[src/rtl/bcd_pkg.sv]
// Shared types and constants for the sequential binary-to-BCD converter.
package bcd_pkg;

    typedef enum logic [1:0] {IDLE, SHIFT, FINISH} state_t;

    localparam int BCD_DIGIT_W = 4;
    localparam logic [BCD_DIGIT_W-1:0] ADJ_THRESHOLD = 4'd5;
    localparam logic [BCD_DIGIT_W-1:0] ADJ_ADD       = 4'd3;

    // Smallest digit count whose decimal range covers 2^bin_w - 1.
    function automatic int min_digits(input int bin_w);
        longint unsigned max_val;
        longint unsigned pow10;
        int d;
        max_val = (64'd1 << bin_w) - 64'd1;
        pow10   = 64'd1;
        d       = 0;
        for (int i = 0; i < 20; i++) begin
            if (pow10 <= max_val) begin
                pow10 = pow10 * 64'd10;
                d++;
            end
        end
        return d;
    endfunction

endpackage

[src/rtl/bcd_digit_adjust.sv]
// Double-dabble digit correction: a digit of 5..9 gets +3 so the following shift carries into the next digit.
module bcd_digit_adjust
    import bcd_pkg::*;
(
    input  logic [BCD_DIGIT_W-1:0] din,
    output logic [BCD_DIGIT_W-1:0] dout
);

    always_comb begin
        dout = (din >= ADJ_THRESHOLD) ? din + ADJ_ADD : din;
    end

endmodule

[src/rtl/bin_to_bcd_seq.sv]
// Sequential binary-to-BCD converter (shift-and-add-3), one input bit per clock,
// START/BUSY/DONE handshake with a registered, held BCD result.
module bin_to_bcd_seq
    import bcd_pkg::*;
#(
    parameter int BIN_W  = 16,
    parameter int DIGITS = 5
) (
    input  logic                          CLK,
    input  logic                          RST_N,
    input  logic                          START,
    input  logic [BIN_W-1:0]              BIN_IN,
    output logic                          BUSY,
    output logic                          DONE,
    output logic [BCD_DIGIT_W*DIGITS-1:0] BCD_OUT
);

    localparam int BCD_W = BCD_DIGIT_W * DIGITS;
    localparam int CNT_W = $clog2(BIN_W + 1);
    localparam logic [CNT_W-1:0] CNT_LOAD = CNT_W'(BIN_W);
    localparam logic [CNT_W-1:0] CNT_LAST = CNT_W'(1);

    generate
        if (DIGITS < min_digits(BIN_W)) begin : g_digits_check
            $error("bin_to_bcd_seq: DIGITS=%0d cannot hold BIN_W=%0d", DIGITS, BIN_W);
        end
    endgenerate

    state_t           state;
    state_t           state_nxt;
    logic             accept;
    logic [BIN_W-1:0] bin_shift;
    logic [BCD_W-1:0] bcd_work;
    logic [BCD_W-1:0] bcd_adj;
    logic [BCD_W-1:0] bcd_shifted;
    logic [BCD_W-1:0] bcd_out;
    logic [CNT_W-1:0] cnt;

    genvar gi;
    generate
        for (gi = 0; gi < DIGITS; gi++) begin : g_adj
            bcd_digit_adjust u_adj (
                .din  (bcd_work[gi*BCD_DIGIT_W +: BCD_DIGIT_W]),
                .dout (bcd_adj[gi*BCD_DIGIT_W +: BCD_DIGIT_W])
            );
        end
    endgenerate

    assign bcd_shifted = {bcd_adj[BCD_W-2:0], bin_shift[BIN_W-1]};

    // FINISH also accepts START so back-to-back conversions keep BUSY high.
    always_comb begin
        state_nxt = state;
        accept    = 1'b0;
        case (state)
            IDLE: begin
                if (START) begin
                    accept    = 1'b1;
                    state_nxt = SHIFT;
                end
            end
            SHIFT: begin
                if (cnt == CNT_LAST) state_nxt = FINISH;
            end
            FINISH: begin
                if (START) begin
                    accept    = 1'b1;
                    state_nxt = SHIFT;
                end else begin
                    state_nxt = IDLE;
                end
            end
            default: state_nxt = IDLE;
        endcase
    end

    always_ff @(posedge CLK or negedge RST_N) begin
        if (!RST_N) state <= IDLE;
        else        state <= state_nxt;
    end

    always_ff @(posedge CLK or negedge RST_N) begin
        if (!RST_N) begin
            bin_shift <= '0;
            bcd_work  <= '0;
            bcd_out   <= '0;
            cnt       <= '0;
        end else if (accept) begin
            bin_shift <= BIN_IN;
            bcd_work  <= '0;
            cnt       <= CNT_LOAD;
        end else if (state == SHIFT) begin
            bin_shift <= {bin_shift[BIN_W-2:0], 1'b0};
            bcd_work  <= bcd_shifted;
            cnt       <= cnt - 1'b1;
            if (cnt == CNT_LAST) bcd_out <= bcd_shifted;
        end
    end

    assign BUSY    = (state != IDLE);
    assign DONE    = (state == FINISH);
    assign BCD_OUT = bcd_out;

endmodule

[config.mk]
export PLATFORM = sky130hd
export DESIGN_NAME = bin_to_bcd_seq
export DESIGN_NICKNAME = d
export VERILOG_FILES = /design/src/rtl/bcd_pkg.sv /design/src/rtl/bcd_digit_adjust.sv /design/src/rtl/bin_to_bcd_seq.sv
export SDC_FILE = /design/constraint.sdc
export NUM_CORES = 1
export LEC_CHECK = 0
export BUFFER_PORTS_ARGS = -buffer_cell sky130_fd_sc_hd__buf_2
export CAP_MARGIN = 40
export CORE_MARGIN = 1.5
export CORE_UTILIZATION = 50
export DETAILED_ROUTE_END_ITERATION = 8
export GPL_TIMING_DRIVEN = 0
export PLACE_DENSITY = 0.69
export SLEW_MARGIN = 20
export SYNTH_ARGS = -nofsm -noshare
export SYNTH_HDL_FRONTEND = slang
export SYNTH_HIERARCHICAL = 1
export SYNTH_SLANG_ARGS = --single-unit
[constraint.sdc]
create_clock -name CLK -period 1.9 [get_ports CLK]
set_input_delay 0.095 -clock CLK [delete_from_list [all_inputs] [get_ports CLK]]
set_output_delay 0.095 -clock CLK [all_outputs]
set_load 0.05 [all_outputs]
After elaboration in Yosys (flattened, before gate mapping)
Index checks and enable logic that the tools add are counted.
W data, S select, Z words.

operators by class
  equality and inequality tests = 5
  muxes and demuxes = 17
  order comparisons = 5
  bitwise operators = 1
  reductions and logical operators = 6
  add/sub/neg operators = 6

operators with widths
  operator               count
  $mux W20               2
  $mux W16               2
  $ge A4 B3 Y1 const B   5
  $add A4 B2 Y4 const B  4
  $mux W4                4
  $mux W5                2
  $pmux W2 S3            1
  $eq A5 B1 Y1 const B   1
  $sub A5 B1 Y5 const B  1
  $mux W2                2
  $reduce_bool A2 Y1     2
  $add A3 B2 Y3 const B  1
  $mux W1                3
  $mux W3                1
  $reduce_and A3 Y1      1
  $eq A2 B1 Y1 const B   1
  $eq A2 B2 Y1 const B   1
  $logic_not A2 Y1       1
  $ne A2 B1 Y1 const B   1
  $ne A2 B2 Y1 const B   1
  $reduce_and A2 Y1      1
  $reduce_or A2 Y1       1
  $not A1 Y1             1

storage, ports and cells
  bits of input ports = 19
  output and inout bits = 22
  register bits after elaboration = 63
  word-level logic and storage cells = 45

Longest topological paths before layout
  depth after elaboration = 5
  depth in mapped cells = 6
  mapped depth without buffers = 6

Cells and area by module
The synthesis kept the hierarchy.

modules (own cells, without submodules)
  module            area each (um2)  instances  cells each  sequential area each (um2)
  bin_to_bcd_seq    2,588.7          1          194         1,576.5
  bcd_digit_adjust  101.3            5          16          0.0

Least setup slack after synthesis
OpenSTA, ideal clock, no wires.

  kind = reg-to-reg
  start = reg cnt[1]
  end = reg bcd_out[0] (netlist: BCD_OUT[0])
  arrival time = 1.320 ns
  stages on the path, launching flop included = 7
  setup time = 0.125 ns
  clock period less this slack = 1.446 ns
  slack = 0.454 ns
  required time = 1.775 ns
  buffers on the path = 1
  path through = dfrtp_1 > inv_1 > ha_1 > nor4b_4 > nand2_2 > buf_6 > mux2_4

between the ends
  cells in the longest elaborated chain, start to end = 2

ends and longest elaborated chain
  what                         line                  source
  start: declaration           bin_to_bcd_seq.sv:37  logic [CNT_W-1:0] cnt;
  start signal: assignment     bin_to_bcd_seq.sv:95  cnt <= cnt - 1'b1;
  $eq A5 B1 Y1                 bin_to_bcd_seq.sv:96  if (cnt == CNT_LAST) bcd_out <= bcd_shifted;
  $reduce_and A3 Y1 (no line)  --
  end signal: assignment       bin_to_bcd_seq.sv:96
  end: declaration             bin_to_bcd_seq.sv:36  logic [BCD_W-1:0] bcd_out;

Every way passes these cells.
A chain may end at the register's enable or synchronous reset.

Worst setup path after layout
  start = reg cnt[1]
  end = reg bcd_out[3] (netlist: BCD_OUT[3])

Same word-level chain as after synthesis.

==> impl_metrics.ini <==
[routing]
detail_route.wl_per_cell_um = 14.6
drt_first_pass_iters = 4
vias = 2215
routed_wl_mm = 6.08
drc_errors = 0
via_per_inst = 5.31
drt_iter0_markers = 65
ant_nets = 0

[placed_design]
dp_hpwl_mm = 4.05
gpl.final_weighted_congestion = 0.754
dpl_cell_area_um2 = 3400
io_buffers = 40

[worst_hold_path]
hp-class = in -> reg

[clocking]
clockBufferDepth = 2
clk_pin_slew_worst_paths_ns = 0.07
cts_htree_levels = 3
numCtsBuffers = 9
cts-root-buf = clkbuf_8
clock_latency_ns = 0.34
clock-sinks = 63
cts_tree = done
postCtsSetupBuffers = 0
cts-resized-gates = 0

[synth]
yosysWarnings = 6
synthCells = 270
avgSynthCellArea_um2 = 11.4
synth_fp_nets = 301
synth_area_um2 = 3080

[floorplanning]
die-area_um2 = 6630
start_util_pct = 51.9
core-area_um2 = 5920
die_x_um = 81.4
die_height_um = 81.4
rows = 28
pin_count = 41

[timing]
finalCritPeriodShare_pct = 83.0
max_freq_ghz = 0.634
setup_viol = 0
period_minus_slack_ns = 1.58
rsz0062_at_grt = no
hold_violations = 0
slew_viol_final = 0
fin_worst_skew_ns = 0.00951
setup_tns_ns = 0
slew_headroom_pct = 69.4
tightest_slew_ns = 0.459

[power_and_ir_drop]
total_power_uw = 7150
p_leak_uw = 0.00194
p_per_area_nw_per_um2 = 1900
worst_ir_drop_vdd_uv = 894

[global_routing]
top_usage_layer = met2
grt_pass1_vias = 2238
grt_pass1_wl_mm = 10.1
grtUsageMet2_pct = 34.2
antenna_found_initial = 0
use_met1_pct = 25.1
grt_use_total_pct = 20.5
grt_max_degree = 56
grt_overflow = 0
use_met3_pct = 4.33

[finish]
n_fill_cell = 486
multi_input_area_um2 = 1370
fin_util_pct = 63.7
layout-drive-gt1-share_pct = 27.8
area_growth_pct = 22.7
stdcell_area_um2 = 3770
nets = 368
num_antenna_cells = 0
regArea_um2 = 1580

[worst_setup_path]
crit_required_ns = 2.12
r2r_start = cnt[1]$_DFFE_PN0P_
cp-end-kind = register
path_max_fanout = 10
reg2reg_depth = 6
startpoint = cnt[1]$_DFFE_PN0P_
crit_path_start_kind = register
arrival_ns = 1.80
r2r-end = BCD_OUT[3]$_DFFE_PN0P_
rrSetupSlack_ns = 0.32
crit_end = BCD_OUT[3]$_DFFE_PN0P_
crit_type = reg -> reg

[run_status]
status = finished clean

[flow_run]
maxCapViolCount = 0
power breakdown:
part | internal [µW] | total (µW) | switching, µW
Sequential | 1940 | 2420 | 478
Clock | 810 | 1320 | 512
Combinational | 1440 | 3410 | 1970
Total | 4190 | 7150 | 2960
layout make-up:
| class | count | area share [%] |
|---|---|---|
| Buffer | 14 | 2.25 |
| Clock buffer | 13 | 4.21 |
| Clock inverter | 3 | 1.72 |
| Inverter | 13 | 1.29 |
| Multi-Input combinational cell | 180 | 36.2 |
| Sequential cell | 63 | 41.8 |
| Tap cell | 75 | 2.49 |
| Timing Repair Buffer | 56 | 10.1 |
worst min path at each step:
stage | startpoint | endpoint | slack [ns] | cells after the start
after CTS | BIN_IN[14] | bin_shift[14]$_DFFE_PN0P_ | 0.01 | 3
after global placement | BIN_IN[10] | bin_shift[10]$_DFFE_PN0P_ | 0.31 | 3
after detailed placement | RST_N | BCD_OUT[12]$_DFFE_PN0P_ | -0.06 | 1
after floorplan | RST_N | BCD_OUT[0]$_DFFE_PN0P_ | -0.20 | 0
after global routing | BIN_IN[14] | bin_shift[14]$_DFFE_PN0P_ | 0.02 | 3
final | BIN_IN[14] | bin_shift[14]$_DFFE_PN0P_ | 0.02 | 3
flip-flops by register name, indices dropped and copies added, names as in the netlist:
name	count
state	2
BCD_OUT	20
cnt	5
bin_shift	16
bcd_work	20
repair_timing:
item,CTS,global route
endpoints found under the hold margin,77,0
setup endpoints to repair,0,0
hold buffers,15,0
worst max-delay path, cell delays in order, from the launching register on:
cell and delay (ns):
dfrtp_1 0.40, inv_1 0.09, ha_1 0.15, nor4b_4 0.22
nand2_2 0.12, buf_6 0.18, mux2_4 0.30
through the flow:
stage,std cells,setup WS (ns),hold WS [ns]
global placement,385,0.338,0.312
finish,417,0.324,0.0205
CTS,417,0.312,0.0101
detailed placement,386,0.331,-0.0591
floorplan,270,0.454,-0.201
global route,417,0.195,0.0233
cell usage in the layout (no fill, tap or decap), types with 4 or more instances in the layout:
| master | n |
|---|---|
| o21ai_1 | 4 |
| a21oi_2 | 5 |
| mux2i_1 | 7 |
| mux2_4 | 19 |
| dlygate4sd3_1 | 15 |
| buf_4 | 4 |
| buf_2 | 44 |
| nand2_1 | 39 |
| nor2_1 | 9 |
| xnor2_1 | 5 |
| a22oi_1 | 13 |
| nand2b_1 | 11 |
| o21ai_0 | 6 |
| clkbuf_1 | 4 |
| clkbuf_8 | 11 |
| a22o_1 | 20 |
| nand3_1 | 14 |
| ha_1 | 12 |
| dfrtp_1 | 63 |
| inv_1 | 13 |
layer usage:
layer / wire length [µm] / share of wire, %
met1: 2740 / 45
met2: 2990 / 49
met3: 249 / 4.1
met4: 100 / 1.6
met5: 0 / 0
No activity file was read; power rests on OpenSTA's default activity.
